[config.mk]
export PLATFORM = sky130hd
export DESIGN_NAME = tmds_rx_decode
export DESIGN_NICKNAME = d
export VERILOG_FILES = /design/src/rtl/tmds_pkg.sv /design/src/rtl/tmds_decode_chan.sv /design/src/rtl/tmds_rx_decode.sv
export SDC_FILE = /design/constraint.sdc
export NUM_CORES = 1
export LEC_CHECK = 0
export ABC_AREA = 1
export CAP_MARGIN = 20
export CORE_MARGIN = 3
export CORE_UTILIZATION = 54
export CTS_CLUSTER_DIAMETER = 30
export CTS_CLUSTER_SIZE = 30
export DETAILED_ROUTE_END_ITERATION = 10
export GPL_TIMING_DRIVEN = 0
export HOLD_SLACK_MARGIN = 0.06
export PLACE_DENSITY = 0.77
export SETUP_SLACK_MARGIN = 0.15
export SLEW_MARGIN = 30
export SYNTH_ARGS = -nofsm -noshare
export SYNTH_HDL_FRONTEND = slang
export SYNTH_HIERARCHICAL = 1
export SYNTH_SLANG_ARGS = --single-unit
[constraint.sdc]
create_clock -name clk -period 2.1 [get_ports clk]
set_input_delay 0.42 -clock clk [delete_from_list [all_inputs] [get_ports clk]]
set_output_delay 0.42 -clock clk [all_outputs]
set_load 0.02 [all_outputs]
[src/rtl/tmds_pkg.sv]
// rtl/tmds_pkg.sv - shared TMDS types, control tokens and data decode function
//
// Purpose: symbol type, the four control tokens ordered by their C[1:0] value,
// and the 10b->8b data decode used by every channel decoder.
package tmds_pkg;

    typedef logic [9:0] tmds_sym_t;

    // Control tokens, indexed by the C[1:0] value they carry.
    localparam tmds_sym_t CTRL_TOKEN_C0 = 10'b1101010100;
    localparam tmds_sym_t CTRL_TOKEN_C1 = 10'b0010101011;
    localparam tmds_sym_t CTRL_TOKEN_C2 = 10'b0101010100;
    localparam tmds_sym_t CTRL_TOKEN_C3 = 10'b1010101011;

    // q[9] undoes the DC-balance inversion; q[8] selects XOR vs XNOR chaining.
    function automatic logic [7:0] tmds_decode_data(input tmds_sym_t q);
        logic [7:0] b;
        logic [7:0] d;
        b    = q[9] ? ~q[7:0] : q[7:0];
        d    = 8'h00;
        d[0] = b[0];
        for (int i = 1; i < 8; i++) begin
            d[i] = q[8] ? (b[i] ^ b[i-1]) : ~(b[i] ^ b[i-1]);
        end
        return d;
    endfunction

endpackage

[src/rtl/tmds_decode_chan.sv]
// rtl/tmds_decode_chan.sv - combinational decoder for one TMDS channel
//
// Purpose: classify one symbol as control or data and decode it.
// Ports:
//   sym_i      10-bit TMDS symbol
//   is_ctrl_o  symbol is one of the four control tokens
//   ctrl_o     C[1:0] of the control token (0 for data symbols)
//   data_o     decoded 8-bit data (meaningful only for data symbols)
module tmds_decode_chan
    import tmds_pkg::*;
(
    input  tmds_sym_t   sym_i,
    output logic        is_ctrl_o,
    output logic [1:0]  ctrl_o,
    output logic [7:0]  data_o
);

    always_comb begin
        is_ctrl_o = 1'b1;
        ctrl_o    = 2'd0;
        case (sym_i)
            CTRL_TOKEN_C0: ctrl_o = 2'd0;
            CTRL_TOKEN_C1: ctrl_o = 2'd1;
            CTRL_TOKEN_C2: ctrl_o = 2'd2;
            CTRL_TOKEN_C3: ctrl_o = 2'd3;
            default:       is_ctrl_o = 1'b0;
        endcase
        data_o = tmds_decode_data(sym_i);
    end

endmodule

[src/rtl/tmds_rx_decode.sv]
// rtl/tmds_rx_decode.sv - TMDS receive decoder with timing recovery and error flags
//
// Purpose: two-stage pipeline (raw symbols, then decoded outputs) that advances
// only on sym_valid; recovers de/hSync/vSync, CounterX/CounterY and flags
// line-length, frame-height and channel-disagreement errors.
// Ports:
//   clk, rst                  pixel clock, synchronous active-high reset
//   sym_valid                 symbol strobe; low holds the whole pipeline
//   sym_blue/green/red        10-bit TMDS symbols for channels 0/1/2
//   red/green/blue, de        decoded pixel and active-video flag
//   hSync, vSync              blue-channel C0/C1
//   CounterX, CounterY        active pixel / active line index
//   locked, frame_start       vSync edge seen since reset / pulse on that edge
//   line_err, frame_err       pixel / line count mismatch pulses
//   de_mismatch               channels disagree on control vs data
module tmds_rx_decode
    import tmds_pkg::*;
#(
    parameter int H_ACTIVE = 640,
    parameter int V_ACTIVE = 480,
    parameter int CW       = 10
) (
    input  logic          clk,
    input  logic          rst,
    input  logic          sym_valid,
    input  logic [9:0]    sym_blue,
    input  logic [9:0]    sym_green,
    input  logic [9:0]    sym_red,
    output logic [7:0]    red,
    output logic [7:0]    green,
    output logic [7:0]    blue,
    output logic          de,
    output logic          hSync,
    output logic          vSync,
    output logic [CW-1:0] CounterX,
    output logic [CW-1:0] CounterY,
    output logic          locked,
    output logic          frame_start,
    output logic          line_err,
    output logic          frame_err,
    output logic          de_mismatch
);

    localparam logic [CW-1:0] CMAX = '1;
    localparam logic [CW:0]   LMAX = '1;
    localparam logic [CW:0]   H_EXP = (CW+1)'(H_ACTIVE);
    localparam logic [CW:0]   V_EXP = (CW+1)'(V_ACTIVE);

    // Stage 1: raw symbols; s1_full_q keeps post-reset zeros from being decoded.
    tmds_sym_t sb_q, sg_q, sr_q;
    logic      s1_full_q;

    logic       b_is_ctrl, g_is_ctrl, r_is_ctrl;
    logic [1:0] b_ctrl, g_ctrl, r_ctrl;
    logic [7:0] b_data, g_data, r_data;

    tmds_decode_chan u_dec_b (.sym_i(sb_q), .is_ctrl_o(b_is_ctrl), .ctrl_o(b_ctrl), .data_o(b_data));
    tmds_decode_chan u_dec_g (.sym_i(sg_q), .is_ctrl_o(g_is_ctrl), .ctrl_o(g_ctrl), .data_o(g_data));
    tmds_decode_chan u_dec_r (.sym_i(sr_q), .is_ctrl_o(r_is_ctrl), .ctrl_o(r_ctrl), .data_o(r_data));

    // Stage 2 state
    logic [7:0]    red_q, green_q, blue_q, red_d, green_d, blue_d;
    logic          de_q, hs_q, vs_q, de_d, hs_d, vs_d;
    logic [CW-1:0] cx_q, cy_q, cx_d, cy_d;
    logic          locked_q, fs_q, lerr_q, ferr_q, mis_q;
    logic          locked_d, fs_d, lerr_d, ferr_d, mis_d;
    logic          first_q, first_d;   // next de rise is line 0 of a new frame
    logic [CW:0]   lines_q, lines_d;   // active lines since last vSync edge
    logic          vs_rise, de_rise, de_fall;
    logic [CW:0]   pix_cnt;

    always_comb begin
        de_d    = ~b_is_ctrl;
        hs_d    = b_is_ctrl ? b_ctrl[0] : hs_q;
        vs_d    = b_is_ctrl ? b_ctrl[1] : vs_q;
        red_d   = de_d ? r_data : red_q;
        green_d = de_d ? g_data : green_q;
        blue_d  = de_d ? b_data : blue_q;
        mis_d   = (g_is_ctrl != b_is_ctrl) || (r_is_ctrl != b_is_ctrl);

        vs_rise = vs_d & ~vs_q;
        de_rise = de_d & ~de_q;
        de_fall = de_q & ~de_d;
        // cx_q holds the index of the last active pixel, so the line length is one more.
        pix_cnt = {1'b0, cx_q} + 1'b1;

        cx_d = cx_q;
        if (de_rise) begin
            cx_d = '0;
        end else if (de_d && cx_q != CMAX) begin
            cx_d = cx_q + 1'b1;
        end

        // vSync edges only happen on control symbols and de rises only on data
        // symbols, so the two updates below never collide.
        cy_d    = cy_q;
        first_d = first_q;
        lines_d = lines_q;
        if (vs_rise) begin
            first_d = 1'b1;
            lines_d = '0;
        end
        if (de_rise) begin
            if (first_q) begin
                cy_d    = '0;
                first_d = 1'b0;
            end else if (cy_q != CMAX) begin
                cy_d = cy_q + 1'b1;
            end
            if (lines_q != LMAX) begin
                lines_d = lines_q + 1'b1;
            end
        end

        fs_d     = vs_rise;
        locked_d = locked_q | vs_rise;
        ferr_d   = vs_rise & locked_q & (lines_q != V_EXP);
        lerr_d   = de_fall & (pix_cnt != H_EXP);
    end

    always_ff @(posedge clk) begin
        if (rst) begin
            sb_q <= '0; sg_q <= '0; sr_q <= '0; s1_full_q <= 1'b0;
            red_q <= '0; green_q <= '0; blue_q <= '0;
            de_q <= 1'b0; hs_q <= 1'b0; vs_q <= 1'b0;
            cx_q <= '0; cy_q <= '0; first_q <= 1'b0; lines_q <= '0;
            locked_q <= 1'b0; fs_q <= 1'b0; lerr_q <= 1'b0; ferr_q <= 1'b0; mis_q <= 1'b0;
        end else if (sym_valid) begin
            sb_q      <= sym_blue;
            sg_q      <= sym_green;
            sr_q      <= sym_red;
            s1_full_q <= 1'b1;
            if (s1_full_q) begin
                red_q <= red_d; green_q <= green_d; blue_q <= blue_d;
                de_q <= de_d; hs_q <= hs_d; vs_q <= vs_d;
                cx_q <= cx_d; cy_q <= cy_d; first_q <= first_d; lines_q <= lines_d;
                locked_q <= locked_d; fs_q <= fs_d; lerr_q <= lerr_d;
                ferr_q <= ferr_d; mis_q <= mis_d;
            end else begin
                fs_q <= 1'b0; lerr_q <= 1'b0; ferr_q <= 1'b0; mis_q <= 1'b0;
            end
        end else begin
            fs_q <= 1'b0; lerr_q <= 1'b0; ferr_q <= 1'b0; mis_q <= 1'b0;
        end
    end

    assign red         = red_q;
    assign green       = green_q;
    assign blue        = blue_q;
    assign de          = de_q;
    assign hSync       = hs_q;
    assign vSync       = vs_q;
    assign CounterX    = cx_q;
    assign CounterY    = cy_q;
    assign locked      = locked_q;
    assign frame_start = fs_q;
    assign line_err    = lerr_q;
    assign frame_err   = ferr_q;
    assign de_mismatch = mis_q;

endmodule
# After elaboration in Yosys (flattened, before gate mapping)
# Index checks and enable logic that the tools add are counted.
# op_classes
add_sub_neg,4
eq_ne,19
muxes,39
bitwise,57
n_reduce_logical,13
# ops
op,n
$eq 10x10->1 const B,6
$mux 10,4
$mux 11,3
$eq 10x8->1 const B,3
$eq 10x9->1 const B,3
$mux 1,28
$not 1->1,26
$mux 8,3
$not 8->8,3
$xor 1x1->1,21
$add 10x1->10 const B,2
$ne 10x10->1 const B,2
$reduce_or 4->1,3
$add 10x1->11 const B,1
$add 11x1->11 const B,1
$ne 11x10->1 const B,1
$ne 11x11->1 const B,1
$ne 11x9->1 const B,1
$reduce_and 3->1,3
$and 1x1->1,6
$pmux 2 s3,1
$reduce_and 4->1,1
$reduce_bool 2->1,2
$reduce_or 3->1,1
5 further kinds,6
# word_totals
reg_bits,95
word_cells,151

# Longest topological paths before layout
# Gate-level depths: netlist (run 1).
# depth
ltp_word,8
mapped_depth,15

# By module
# Netlist (run 1), hierarchy kept.
# by_module_without_submodules
mod,n_inst,cells_each,area_per_inst_um2
tmds_rx_decode,1,566,4016.4
tmds_decode_chan,3,57,335.3

# Least setup slack after synthesis (run 1)
# Ideal clock, no wire load.
# synth_path
path_kind,reg-to-reg
from,reg sb_q[6]
to,reg cy_q[0] (netlist: CounterY[0])
setup_time_ns,0.066
arrival_time_ns,1.722
required_time_ns,2.034
slack_ns,0.312
path_stages_with_launch,13
path_buffers,0
period_less_slack_ns,1.788
path_cell_list,dfxtp_1 -> inv_1 -> ha_1 -> nand2_1 -> nor2_1 -> nand2_1 -> nand2_1 -> nor2_8 -> nand2_4 -> clkinv_4 -> nand2_4 -> or2_1 -> a21oi_2
# synth_via
elab_chain_cells,6
word_cells_on_any_way,9
# synth_lines
item,line_no,rtl
"start, declared",tmds_rx_decode.sv:50,"tmds_sym_t sb_q, sg_q, sr_q;"
"start signal, assigned",tmds_rx_decode.sv:129,sb_q <= sym_blue;
$eq 10x10->1 (tied with other cells),tmds_decode_chan.sv:21,case (sym_i)
$reduce_or 4->1 (no source line) *,n/a,
$mux 1 *,tmds_decode_chan.sv:21,
named net b_is_ctrl,tmds_rx_decode.sv:53,"logic b_is_ctrl, g_is_ctrl, r_is_ctrl;"
$not 1->1 (no source line) *,n/a,
$and 1x1->1 *,tmds_rx_decode.sv:82,de_rise = de_d & ~de_q;
$reduce_and 4->1 (no source line) *,n/a,
"end signal, assigned",tmds_rx_decode.sv:126,cx_q <= '0; cy_q <= '0; first_q <= 1'b0; lines_q <= '0;
"end signal, assigned",tmds_rx_decode.sv:136,cx_q <= cx_d; cy_q <= cy_d; first_q <= first_d; lines_q <= lines_d;
"end, declared",tmds_rx_decode.sv:64,"logic [CW-1:0] cx_q, cy_q, cx_d, cy_d;"
# Mark *: on every way through the listed nets, which the timed path passes. The rest lies on a longest branch.
# A chain may end at the register's enable or synchronous reset.

# Worst setup path after layout (run 1)
# layout_path
from,reg de_q (netlist: de)
to,out de
# layout_lines
item,line_no,rtl
"start, declared",tmds_rx_decode.sv:63,"logic de_q, hs_q, vs_q, de_d, hs_d, vs_d;"
"start signal, assigned",tmds_rx_decode.sv:125,de_q <= 1'b0; hs_q <= 1'b0; vs_q <= 1'b0;
"start signal, assigned",tmds_rx_decode.sv:135,de_q <= de_d; hs_q <= hs_d; vs_q <= vs_d;
"end, declared",tmds_rx_decode.sv:32,"output logic de,"
# No word-level cell between the ends.

==> metrics.json, run 1 <==
{
  "outcome": {
    "outcome": "finished clean"
  },
  "setup_path": {
    "critical_path_arrival_ns": 1.47,
    "critPathKind": "reg -> out",
    "critPathCaptureType": "output port",
    "critical_path.top_delay_family": "buffers and inverters",
    "timing.critical_path.slowest_cell_delay_ns": 0.67,
    "worst-endpoint-required_ns": 1.68,
    "worst-path-max-fanout": 4,
    "crit_path_top_delay_cell": "sky130_fd_sc_hd__clkdlybuf4s50_1",
    "timing.critical_path.buf_inv": 1,
    "critical_path.startpoint_type": "flop",
    "crit_chain": "clkdlybuf4s50_1"
  },
  "timing": {
    "fraction_of_the_cycle_the_final_worst_path_needs": 0.8982,
    "clock-skew-final_ns": 0.01399,
    "final_report_setup_violation_count": 0,
    "report.final.slew_viol_count": 0,
    "fin_tns_setup_ns": 0,
    "worstMarginPinSlew_ns": 0.5950,
    "timing.final.hold_violations": 0,
    "unrepaired_setup_endpoints_after_global_routing": "true",
    "finalWorstPathRequiredPeriod_ns": 1.886,
    "holdWs_ns": 0.4832,
    "slew_headroom": 0.6033,
    "max_freq_mhz": 530.2,
    "postLayoutSetupSlackWorst_ns": 0.2139
  },
  "clock_tree": {
    "cts_tree": "done",
    "cts_root_buf": "sky130_fd_sc_hd__clkbuf_8",
    "worstSkewPairLatency_ns": 0.37,
    "cts_made_buffers": 9,
    "cts_buffer_depth": 2,
    "cts-htree-levels": 3,
    "clkSinkCount": 95,
    "worst_setup_hold_path_clk_slew_ns": 0.10
  },
  "synth": {
    "synth_area_per_cell_um2": 6.867,
    "synth_nets": 784,
    "postSynthCellCount": 723,
    "yosysWarnings": 6,
    "syn-cell-area_um2": 4965
  },
  "global_routing": {
    "grt_first_pass_wirelength_um": 19910,
    "first_global_vias": 4394,
    "number_of_antenna_violations_at_the_first_check_in_global_routing": 0,
    "grt.total_usage": 0.2369,
    "met3_usage": 0.03754,
    "grt_start_max_net_pins": 19,
    "globalRoute.totalOverflow": 0,
    "busiest_layer_in_global_routing": "met2",
    "grt_util_met2": 0.3878,
    "use_met1": 0.3202
  },
  "power": {
    "reported_leakage_power_nw": 2.697,
    "power_density_nw_per_um2": 585.6,
    "worst_ir_drop_vdd_mv": 0.4097,
    "post-layout-total-power_mw": 3.748
  },
  "detailed_routing": {
    "wirelength_routed_um": 12210,
    "post-route-drc-count": 0,
    "firstDrtPassIters": 6,
    "antenna_left": 0,
    "first_iter_violations": 154,
    "drt_wl_cell_um": 12.92,
    "routed_via_density": 5.178,
    "routed_vias": 4893
  },
  "cells_and_area": {
    "mostFrequentLayoutCells": "sky130_fd_sc_hd__nor2_1, sky130_fd_sc_hd__nand2_1, sky130_fd_sc_hd__dfxtp_1",
    "growth_of_design_area_from_synthesis_to_finish_pct": 28.93,
    "final_cell_area_um2": 6401,
    "layout.core_utilization": 0.7269,
    "final-instance-count-excl-fill": 945,
    "layout_cell_share_with_drive_strength_beyond_1": 0.1135,
    "fillerInstances": 749,
    "final_common_cell": "sky130_fd_sc_hd__nor2_1",
    "fin_nets": 893,
    "antennaDiodeCount": 0
  },
  "placement": {
    "cell_count_post_placement": 914,
    "detailedPlacementHpwl_um": 8747,
    "place_area_um2": 5931,
    "pre_cts_ws_ns": -0.1842,
    "io_buffers": 83,
    "finalWeightedCongestion": 0.8867
  },
  "floorplan": {
    "rows": 34,
    "core-area_um2": 8806,
    "fp.dieH_um": 101.9,
    "ioPinCount": 85,
    "total_die_area_um2": 10380,
    "start_util": 0.5638,
    "chipWidth_um": 101.9
  },
  "worst_hold_path": {
    "timing.hold.worst.class": "reg -> reg"
  },
  "job": {
    "drv_cap": 0
  }
}
==> final cells by class <==
type | instances | area (µm²) | share of cell area
clock buffers | 9 | 123.9 | 0.01935
repair buffers | 99 | 959.7 | 0.1499
well taps | 108 | 135.1 | 0.02111
multi-input cells | 531 | 2758 | 0.4308
inverters | 74 | 311.5 | 0.04867
clock inverters | 7 | 62.56 | 0.009773
flip-flops and latches | 95 | 1922 | 0.3002
plain buffers | 22 | 128.9 | 0.02013
==> routing by layer <==
metal  part of all wire  routed length [µm]  up-vias
li1                   -                   -     2503
met2               0.48                5824      127
met3              0.044                 541       22
met1               0.46                5620     2241
met5                  0                   0        -
met4              0.018                 225        0
==> state kept, by name, indices dropped and copies added, names as in the netlist, 8 cells and up <==
signal,flops
CounterX,10
CounterY,10
blue,8
green,8
lines_q,11
red,8
sb_q,10
sg_q,10
sr_q,10
==> power by group <==
part           total [mW]  switching [mW]  internal (mW)  leakage, nW
registers            1.95          0.0704           1.88        0.781
logic               0.637           0.352          0.285         1.82
clock network        1.16           0.704          0.456       0.0927
==> worst paths after layout <==
check / from / to / slack, ns / cells past startpoint
worst max-delay path: de / de / 0.21 / 1
worst max register to register: sb_q[6] / green[2] / 0.27 / 12
worst min-delay path: locked / frame_err / 0.48 / 2
worst min register to register: locked / frame_err / 0.48 / 2
==> worst register-to-register path, cell delays in order, from the launching register on <==
cell,delay (ns)
sky130_fd_sc_hd__dfxtp_4,0.38
sky130_fd_sc_hd__inv_1,0.06
sky130_fd_sc_hd__ha_2,0.18
sky130_fd_sc_hd__nand2_1,0.08
sky130_fd_sc_hd__nor2_2,0.05
sky130_fd_sc_hd__nand2_2,0.09
sky130_fd_sc_hd__nand2_4,0.10
sky130_fd_sc_hd__nor2_8,0.19
sky130_fd_sc_hd__buf_6,0.14
sky130_fd_sc_hd__clkinvlp_4,0.13
sky130_fd_sc_hd__buf_6,0.17
sky130_fd_sc_hd__nor2_1,0.11
sky130_fd_sc_hd__nor2_1,0.06
==> repair_timing <==
action / CTS / global route
hold buffers: 0 / 0
gates resized for setup: 8 / 50
setup endpoints to repair: 53 / 51
pin swaps: 2 / 10
setup buffers: 3 / 13
Note: power is estimated with default switching activity, not from simulation.
==> run 2, diff against run 1 <==
--- a/config.mk
+++ b/config.mk
@@ -14,7 +14,7 @@
 export DETAILED_ROUTE_END_ITERATION = 10
 export GPL_TIMING_DRIVEN = 0
 export HOLD_SLACK_MARGIN = 0.06
-export PLACE_DENSITY = 0.77
+export PLACE_DENSITY = 0.9
 export SETUP_SLACK_MARGIN = 0.15
 export SLEW_MARGIN = 30
 export SYNTH_ARGS = -nofsm -noshare
==> run 2 against run 1 <==
Setup slack worse by 0.022 ns. Power is 7.2% higher. Final area is 0.16% lower. Critical path type unchanged.
==> metrics.json, run 2 (synthesized netlist as in run 1, its figures left out) <==
{
  "detailed_routing": {
    "firstDrtPassIters": {"value": 5, "change": "was 6"},
    "routed_via_density": {"value": 5.441, "change": "was 5.178"},
    "post-route-drc-count": {"value": 0, "change": "unchanged"},
    "wirelength_routed": {"value": 13750, "unit": "µm", "change": "was 12210 µm"},
    "antenna_left": {"value": 0, "change": "unchanged"},
    "first_iter_violations": {"value": 368, "change": "was 154"},
    "routed_vias": {"value": 5131, "change": "was 4893"},
    "drt_wl_cell": {"value": 14.59, "unit": "µm", "change": "was 12.92 µm"}
  },
  "cells_and_area": {
    "final_cell_area": {"value": 6391, "unit": "µm²", "change": "was 6401 µm²"},
    "largest-register": {"value": "lines_q", "change": "unchanged"},
    "antennaDiodeCount": {"value": 0, "change": "unchanged"},
    "number_of_flip_flops_in_the_largest_register": {"value": 11, "change": "unchanged"},
    "mostFrequentLayoutCells": {"value": "sky130_fd_sc_hd__nor2_1, sky130_fd_sc_hd__nand2_1, sky130_fd_sc_hd__dfxtp_1", "change": "unchanged"},
    "final_common_cell": {"value": "sky130_fd_sc_hd__nor2_1", "change": "unchanged"},
    "growth_of_design_area_from_synthesis_to_finish": {"value": 28.73, "unit": "%", "change": "was 28.93%"},
    "layout_cell_share_with_drive_strength_beyond_1": {"value": 0.1018, "change": "was 0.1135"},
    "fin_nets": {"value": 891, "change": "was 893"},
    "final-instance-count-excl-fill": {"value": 943, "change": "was 945"}
  },
  "clock_tree": {
    "cts_tree": {"value": "done", "change": "unchanged"},
    "worstSkewPairLatency": {"value": 0.37, "unit": "ns", "change": "about the same"},
    "cts_made_buffers": {"value": 9, "change": "unchanged"},
    "cts-htree-levels": {"value": 3, "change": "unchanged"},
    "cts_root_buf": {"value": "sky130_fd_sc_hd__clkbuf_8", "change": "unchanged"},
    "cts_buffer_depth": {"value": 2, "change": "unchanged"},
    "worst_setup_hold_path_clk_slew": {"value": 0.09, "unit": "ns", "change": "was 0.10 ns"},
    "clkSinkCount": {"value": 95, "change": "unchanged"},
    "postCtsHoldBufs": {"value": 0, "change": "unchanged"}
  },
  "setup_path": {
    "crit_path_top_delay_cell": {"value": "sky130_fd_sc_hd__clkdlybuf4s50_1", "change": "unchanged"},
    "critical_path_arrival": {"value": 1.49, "unit": "ns", "change": "was 1.47 ns"},
    "critical_path.startpoint_type": {"value": "flop", "change": "unchanged"},
    "worst-endpoint-required": {"value": 1.68, "unit": "ns", "change": "about the same"},
    "timing.reg2reg.worst_path_depth": {"value": 13, "change": "was 12"},
    "rr_endpoint": {"value": "lines_q[2]", "change": "was green[2]"},
    "critPathKind": {"value": "reg -> out", "change": "unchanged"},
    "crit_chain": {"value": "clkdlybuf4s50_1", "change": "unchanged"},
    "timing.critical_path.slowest_cell_delay": {"value": 0.66, "unit": "ns", "change": "was 0.67 ns"},
    "critical_path.top_delay_family": {"value": "buffers and inverters", "change": "unchanged"},
    "critPathCaptureType": {"value": "output port", "change": "unchanged"},
    "worstSetupStartpoint": {"value": "de", "change": "unchanged"},
    "crit_cells": {"value": 1, "change": "unchanged"},
    "crit-reg2reg-launch": {"value": "sb_q[6]", "change": "unchanged"},
    "timing_endpoint_of_the_critical_path": {"value": "de", "change": "unchanged"},
    "worst-path-max-fanout": {"value": 4, "change": "unchanged"},
    "timing.critical_path.buf_inv": {"value": 1, "change": "unchanged"},
    "reg2reg_slack": {"value": 0.22, "unit": "ns", "change": "was 0.27 ns"}
  },
  "timing": {
    "slew_headroom": {"value": 0.6180, "change": "was 0.6033"},
    "unrepaired_setup_endpoints_after_global_routing": {"value": "true", "change": "unchanged"},
    "fraction_of_the_cycle_the_final_worst_path_needs": {"value": 0.9084, "change": "was 0.8982"},
    "timing.final.hold_violations": {"value": 0, "change": "unchanged"},
    "report.final.slew_viol_count": {"value": 0, "change": "unchanged"},
    "fin_tns_setup": {"value": 0, "unit": "ns", "change": "unchanged"},
    "final_report_setup_violation_count": {"value": 0, "change": "unchanged"},
    "worstMarginPinSlew": {"value": 0.5729, "unit": "ns", "change": "was 0.5950 ns"},
    "finalWorstPathRequiredPeriod": {"value": 1.908, "unit": "ns", "change": "was 1.886 ns"},
    "max_freq": {"value": 524.2, "unit": "MHz", "change": "was 530.2 MHz"},
    "clock-skew-final": {"value": 0.01209, "unit": "ns", "change": "was 0.01399 ns"}
  },
  "placement": {
    "place_area": {"value": 5931, "unit": "µm²", "change": "unchanged"},
    "detailedPlacementHpwl": {"value": 9370, "unit": "µm", "change": "was 8747 µm"},
    "io_buffers": {"value": 83, "change": "unchanged"},
    "cell_count_post_placement": {"value": 914, "change": "unchanged"},
    "finalWeightedCongestion": {"value": 0.8986, "change": "was 0.8867"}
  },
  "worst_hold_path": {
    "timing.hold.worst.class": {"value": "reg -> reg", "change": "unchanged"}
  },
  "floorplan": {
    "chipWidth": {"value": 101.9, "unit": "µm", "change": "unchanged"},
    "ioPinCount": {"value": 85, "change": "unchanged"},
    "fp.dieH": {"value": 101.9, "unit": "µm", "change": "unchanged"},
    "start_util": {"value": 0.5638, "change": "unchanged"},
    "rows": {"value": 34, "change": "unchanged"},
    "total_die_area": {"value": 10380, "unit": "µm²", "change": "unchanged"},
    "core-area": {"value": 8806, "unit": "µm²", "change": "unchanged"}
  },
  "global_routing": {
    "globalRoute.totalOverflow": {"value": 0, "change": "unchanged"},
    "grt_first_pass_wirelength": {"value": 21350, "unit": "µm", "change": "was 19910 µm"},
    "first_global_vias": {"value": 4656, "change": "was 4394"},
    "number_of_antenna_violations_at_the_first_check_in_global_routing": {"value": 0, "change": "unchanged"},
    "grt_start_max_net_pins": {"value": 16, "change": "was 19"},
    "grt.total_usage": {"value": 0.2530, "change": "was 0.2369"}
  },
  "power": {
    "post-layout-total-power": {"value": 4.019, "unit": "mW", "change": "was 3.748 mW"},
    "power_frac_comb": {"value": 0.161, "change": "was 0.170"},
    "reported_leakage_power": {"value": 2.673, "unit": "nW", "change": "was 2.697 nW"},
    "power_switching_share": {"value": 0.2712, "change": "was 0.3007"},
    "power_density": {"value": 628.9, "unit": "nW/µm²", "change": "was 585.6 nW/µm²"},
    "power.share.clock": {"value": 0.353, "change": "was 0.310"},
    "seqPwrFrac": {"value": 0.486, "change": "was 0.520"},
    "internal-power": {"value": 2.929, "unit": "mW", "change": "was 2.621 mW"},
    "worst_ir_drop_vdd": {"value": 0.4398, "unit": "mV", "change": "was 0.4097 mV"},
    "p_sw": {"value": 1.090, "unit": "mW", "change": "was 1.127 mW"}
  },
  "job": {
    "drv_cap": {"value": 0, "change": "unchanged"}
  },
  "outcome": {
    "outcome": {"value": "finished clean", "change": "unchanged"}
  }
}
run 2: per-layer routing:
layer / up-vias / part of all wire / track usage / wire length [µm]
met3: 34 / 0.082 / 0.04164 / 1131
met2: 267 / 0.50 / 0.4371 / 6933
met5: - / 0 / 0 / 0
met4: 0 / 0.019 / 0.08981 / 265
met1: 2327 / 0.39 / 0.3202 / 5423
li1: 2503 / - / - / -
run 2: power by group through the flow:
stage	Sequential, mW	Combinational (mW)	Clock [mW]
after global routing	1.96	0.713	1.51
after CTS	1.95	0.613	1.43
after global placement	1.99	0.578	0
final	1.95	0.646	1.42
after detailed placement	1.99	0.597	0
after floorplan	2.02	0.334	0
run 2: worst min path at each step:
stage                    start    endpoint  slack, ns  cells past startpoint
floorplan           lines_q[0]  lines_q[0]       0.45                      1
global placement        locked   frame_err       0.46                      2
detailed placement      locked   frame_err       0.46                      2
CTS                     locked   frame_err       0.47                      2
global route            locked   frame_err       0.51                      2
finish                  locked   frame_err       0.47                      2
run 2: what timing repair did:
| action | CTS | global route |
|---|---|---|
| setup buffers | 4 | 10 |
| endpoints found under the setup margin | 56 | 38 |
| cloned | 0 | 0 |
| resized for setup | 12 | 27 |
| pin swaps | 3 | 8 |
run 2: final cells by class:
class                   count  area (µm²)
inverters                  74       307.8
well taps                 108       135.1
clock inverters             4       76.32
clock buffers              12       165.2
multi-input cells         531        2734
flip-flops and latches     95        1921
plain buffers              22       112.6
repair buffers             97       939.7
fillers                   633        2415
run 2: stage by stage:
| stage | util | worst slack (ns) | hold slack [ns] |
|---|---|---|---|
| after floorplan | - | 0.3118 | 0.4503 |
| final | 0.7258 | 0.1924 | 0.4706 |
| after CTS | 0.7079 | 0.1650 | 0.4749 |
| after global routing | 0.7258 | 0.09603 | 0.5106 |
| after global placement | 0.6735 | -0.1269 | 0.4639 |
| after detailed placement | 0.6735 | -0.2133 | 0.4620 |
run 2: worst min-delay path: stages (launching register included):
cell and delay, ns:
sky130_fd_sc_hd__dfxtp_1 0.32, sky130_fd_sc_hd__nand2_1 0.07, sky130_fd_sc_hd__a211oi_1 0.04
==> run 3, diff against run 2 <==
--- a/config.mk
+++ b/config.mk
@@ -12,9 +12,8 @@
 export CTS_CLUSTER_DIAMETER = 30
 export CTS_CLUSTER_SIZE = 30
 export DETAILED_ROUTE_END_ITERATION = 10
-export GPL_TIMING_DRIVEN = 0
 export HOLD_SLACK_MARGIN = 0.06
-export PLACE_DENSITY = 0.9
+export PLACE_DENSITY_LB_ADDON = 0.1
 export SETUP_SLACK_MARGIN = 0.15
 export SLEW_MARGIN = 30
 export SYNTH_ARGS = -nofsm -noshare
==> run 3 against run 2 <==
Cell count fell by 2.2%. Largest cell class unchanged. Sequential power barely moved. Maximum frequency is 1.1% higher. Clock skew about the same. Final area decreased by 3.4%.
==> metrics.json, run 3 (synthesized netlist as in run 1, its figures left out) <==
{
  "cells_and_area": {
    "antennaDiodeCount": {"value": 0, "change": "unchanged"},
    "number_of_flip_flops_in_the_largest_register": {"value": 11, "change": "unchanged"},
    "largest-register": {"value": "lines_q", "change": "unchanged"},
    "growth_of_design_area_from_synthesis_to_finish": {"value": 24.34, "unit": "%", "change": "was 28.73%"},
    "layout_cell_share_with_drive_strength_beyond_1": {"value": 0.08600, "change": "was 0.1018"},
    "final_cell_area": {"value": 6173, "unit": "µm²", "change": "was 6391 µm²"},
    "layout.core_utilization": {"value": 0.7011, "change": "was 0.7258"},
    "multiInputGateArea": {"value": 2689, "unit": "µm²", "change": "was 2734 µm²"},
    "final-seq-area": {"value": 1911, "unit": "µm²", "change": "was 1921 µm²"},
    "fillerInstances": {"value": 755, "change": "was 633"},
    "final_common_cell": {"value": "sky130_fd_sc_hd__nor2_1", "change": "unchanged"},
    "mostFrequentLayoutCells": {"value": "sky130_fd_sc_hd__nor2_1, sky130_fd_sc_hd__nand2_1, sky130_fd_sc_hd__dfxtp_1", "change": "unchanged"},
    "fin_nets": {"value": 870, "change": "was 891"}
  },
  "setup_path": {
    "timing_endpoint_of_the_critical_path": {"value": "CounterX[6]", "change": "was de"},
    "critical_path.top_delay_family": {"value": "buffers and inverters", "change": "unchanged"},
    "critPathCaptureType": {"value": "output port", "change": "unchanged"},
    "timing.critical_path.slowest_cell_delay": {"value": 0.65, "unit": "ns", "change": "was 0.66 ns"},
    "critical_path.startpoint_type": {"value": "flop", "change": "unchanged"},
    "timing.critical_path.buf_inv": {"value": 1, "change": "unchanged"},
    "crit-reg2reg-launch": {"value": "sb_q[4]", "change": "was sb_q[6]"},
    "worst-endpoint-required": {"value": 1.68, "unit": "ns", "change": "about the same"},
    "critPathKind": {"value": "reg -> out", "change": "unchanged"},
    "crit_cells": {"value": 1, "change": "unchanged"},
    "reg2reg_slack": {"value": 0.27, "unit": "ns", "change": "was 0.22 ns"},
    "critical_path_arrival": {"value": 1.47, "unit": "ns", "change": "was 1.49 ns"},
    "worstSetupStartpoint": {"value": "CounterX[6]", "change": "was de"},
    "rr_endpoint": {"value": "CounterX[9]", "change": "was lines_q[2]"},
    "crit_chain": {"value": "clkdlybuf4s50_1", "change": "unchanged"},
    "crit_path_top_delay_cell": {"value": "sky130_fd_sc_hd__clkdlybuf4s50_1", "change": "unchanged"},
    "worst-path-max-fanout": {"value": 7, "change": "was 4"},
    "timing.reg2reg.worst_path_depth": {"value": 12, "change": "was 13"}
  },
  "placement": {
    "detailedPlacementHpwl": {"value": 8404, "unit": "µm", "change": "was 9370 µm"},
    "io_buffers": {"value": 84, "change": "was 83"},
    "finalWeightedCongestion": {"value": 0.8986, "change": "unchanged"},
    "pre_cts_ws": {"value": 0.05166, "unit": "ns", "change": "was -0.2133 ns"},
    "place_area": {"value": 5937, "unit": "µm²", "change": "was 5931 µm²"}
  },
  "job": {
    "drv_cap": {"value": 0, "change": "unchanged"}
  },
  "global_routing": {
    "first_global_vias": {"value": 4296, "change": "was 4656"},
    "busiest_layer_in_global_routing": {"value": "met2", "change": "unchanged"},
    "grt_first_pass_wirelength": {"value": 19660, "unit": "µm", "change": "was 21350 µm"},
    "globalRoute.totalOverflow": {"value": 0, "change": "unchanged"},
    "grt_start_max_net_pins": {"value": 67, "change": "was 16"},
    "grt.total_usage": {"value": 0.2311, "change": "was 0.2530"},
    "use_met1": {"value": 0.3137, "change": "was 0.3202"},
    "number_of_antenna_violations_at_the_first_check_in_global_routing": {"value": 0, "change": "unchanged"},
    "grt_util_met2": {"value": 0.3798, "change": "was 0.4371"},
    "met3_usage": {"value": 0.04505, "change": "was 0.04164"}
  },
  "timing": {
    "finalWorstPathRequiredPeriod": {"value": 1.888, "unit": "ns", "change": "was 1.908 ns"},
    "max_freq": {"value": 529.8, "unit": "MHz", "change": "was 524.2 MHz"},
    "clock-skew-final": {"value": 0.01257, "unit": "ns", "change": "was 0.01209 ns"},
    "fin_tns_setup": {"value": 0, "unit": "ns", "change": "unchanged"},
    "unrepaired_setup_endpoints_after_global_routing": {"value": "true", "change": "unchanged"},
    "timing.final.hold_violations": {"value": 0, "change": "unchanged"},
    "fraction_of_the_cycle_the_final_worst_path_needs": {"value": 0.8989, "change": "was 0.9084"},
    "slew_headroom": {"value": 0.6522, "change": "was 0.6180"},
    "report.final.slew_viol_count": {"value": 0, "change": "unchanged"},
    "worstMarginPinSlew": {"value": 0.5209, "unit": "ns", "change": "was 0.5729 ns"},
    "postLayoutSetupSlackWorst": {"value": 0.2124, "unit": "ns", "change": "was 0.1924 ns"},
    "final_report_setup_violation_count": {"value": 0, "change": "unchanged"}
  },
  "detailed_routing": {
    "post-route-drc-count": {"value": 0, "change": "unchanged"},
    "routed_via_density": {"value": 5.065, "change": "was 5.441"},
    "antenna_left": {"value": 0, "change": "unchanged"},
    "first_iter_violations": {"value": 181, "change": "was 368"},
    "drt_wl_cell": {"value": 12.76, "unit": "µm", "change": "was 14.59 µm"},
    "wirelength_routed": {"value": 11760, "unit": "µm", "change": "was 13750 µm"},
    "firstDrtPassIters": {"value": 5, "change": "unchanged"},
    "routed_vias": {"value": 4670, "change": "was 5131"}
  },
  "clock_tree": {
    "cts_root_buf": {"value": "sky130_fd_sc_hd__clkbuf_8", "change": "unchanged"},
    "cts_made_buffers": {"value": 9, "change": "unchanged"},
    "cts_buffer_depth": {"value": 2, "change": "unchanged"},
    "worstSkewPairLatency": {"value": 0.36, "unit": "ns", "change": "was 0.37 ns"},
    "cts_tree": {"value": "done", "change": "unchanged"},
    "worst_setup_hold_path_clk_slew": {"value": 0.10, "unit": "ns", "change": "was 0.09 ns"},
    "postCtsHoldBufs": {"value": 0, "change": "unchanged"},
    "cts-htree-levels": {"value": 3, "change": "unchanged"},
    "clkSinkCount": {"value": 95, "change": "unchanged"}
  },
  "power": {
    "worst_ir_drop_vdd": {"value": 0.4993, "unit": "mV", "change": "was 0.4398 mV"},
    "reported_leakage_power": {"value": 2.601, "unit": "nW", "change": "was 2.673 nW"},
    "power_density": {"value": 587.1, "unit": "nW/µm²", "change": "was 628.9 nW/µm²"}
  },
  "floorplan": {
    "ioPinCount": {"value": 85, "change": "unchanged"},
    "chipWidth": {"value": 101.9, "unit": "µm", "change": "unchanged"},
    "core-area": {"value": 8806, "unit": "µm²", "change": "unchanged"},
    "total_die_area": {"value": 10380, "unit": "µm²", "change": "unchanged"},
    "rows": {"value": 34, "change": "unchanged"},
    "fp.dieH": {"value": 101.9, "unit": "µm", "change": "unchanged"},
    "start_util": {"value": 0.5638, "change": "unchanged"}
  },
  "worst_hold_path": {
    "timing.hold.worst.class": {"value": "reg -> reg", "change": "unchanged"}
  },
  "outcome": {
    "outcome": {"value": "finished clean", "change": "unchanged"}
  }
}
-- run 3: final cells by class --
| class | instances | area share |
|---|---|---|
| clock buffer | 11 | 0.02128 |
| clock inverter | 5 | 0.005675 |
| inverter | 74 | 0.04864 |
| multi-input combinational | 531 | 0.4355 |
| sequential | 95 | 0.3095 |
| tap | 108 | 0.02189 |
| timing repair buffer | 97 | 0.1565 |
| timing repair inverter | 1 | 0.001013 |
-- run 3: routing by layer --
layer,part of all wire,up-vias,routed length [µm]
met4,0.0079,0,93
met2,0.47,107,5524
met1,0.48,2100,5633
li1,-,2453,-
met5,0,-,0
met3,0.043,10,510
-- run 3: tightest hold or removal path, delay by kind of cell (launching register included) --
family             cells  cell delay [ns]
and+or+nand+nor        1             0.07
AOI/OAI and AO/OA      1             0.05
DFF                    1             0.32
-- run 3: how the worst min path moves through the flow --
stage	cells past startpoint	to	startpoint
after floorplan	1	lines_q[0]	lines_q[0]
after global placement	2	frame_err	locked
after detailed placement	2	frame_err	locked
after CTS	2	frame_err	locked
after global routing	2	lines_q[3]	lines_q[3]
final	2	frame_err	locked
-- run 3: timing repair --
action / CTS / global route
cloned: 0 / 1
endpoints found under the setup margin: 22 / 31
pin swaps: 1 / 2
gates resized for setup: 2 / 16
buffers inserted: 0 / 2
-- run 3: stage by stage --
| stage | hold slack [ns] | total power, mW | instances |
|---|---|---|---|
| floorplan | 0.4503 | 2.350 | 723 |
| global placement | 0.4654 | 2.570 | 903 |
| detailed placement | 0.4670 | 2.581 | 903 |
| CTS | 0.4817 | 3.640 | 919 |
| global route | 0.5236 | 3.802 | 922 |
| finish | 0.4757 | 3.624 | 922 |
-- run 3: where the power goes --
group          leakage, nW  switching (mW)  total [mW]  internal (mW)
registers            0.780          0.0761        1.96           1.88
logic                 1.75           0.329       0.596          0.267
clock network       0.0716           0.641        1.07          0.430
total                 2.60            1.05        3.62           2.58
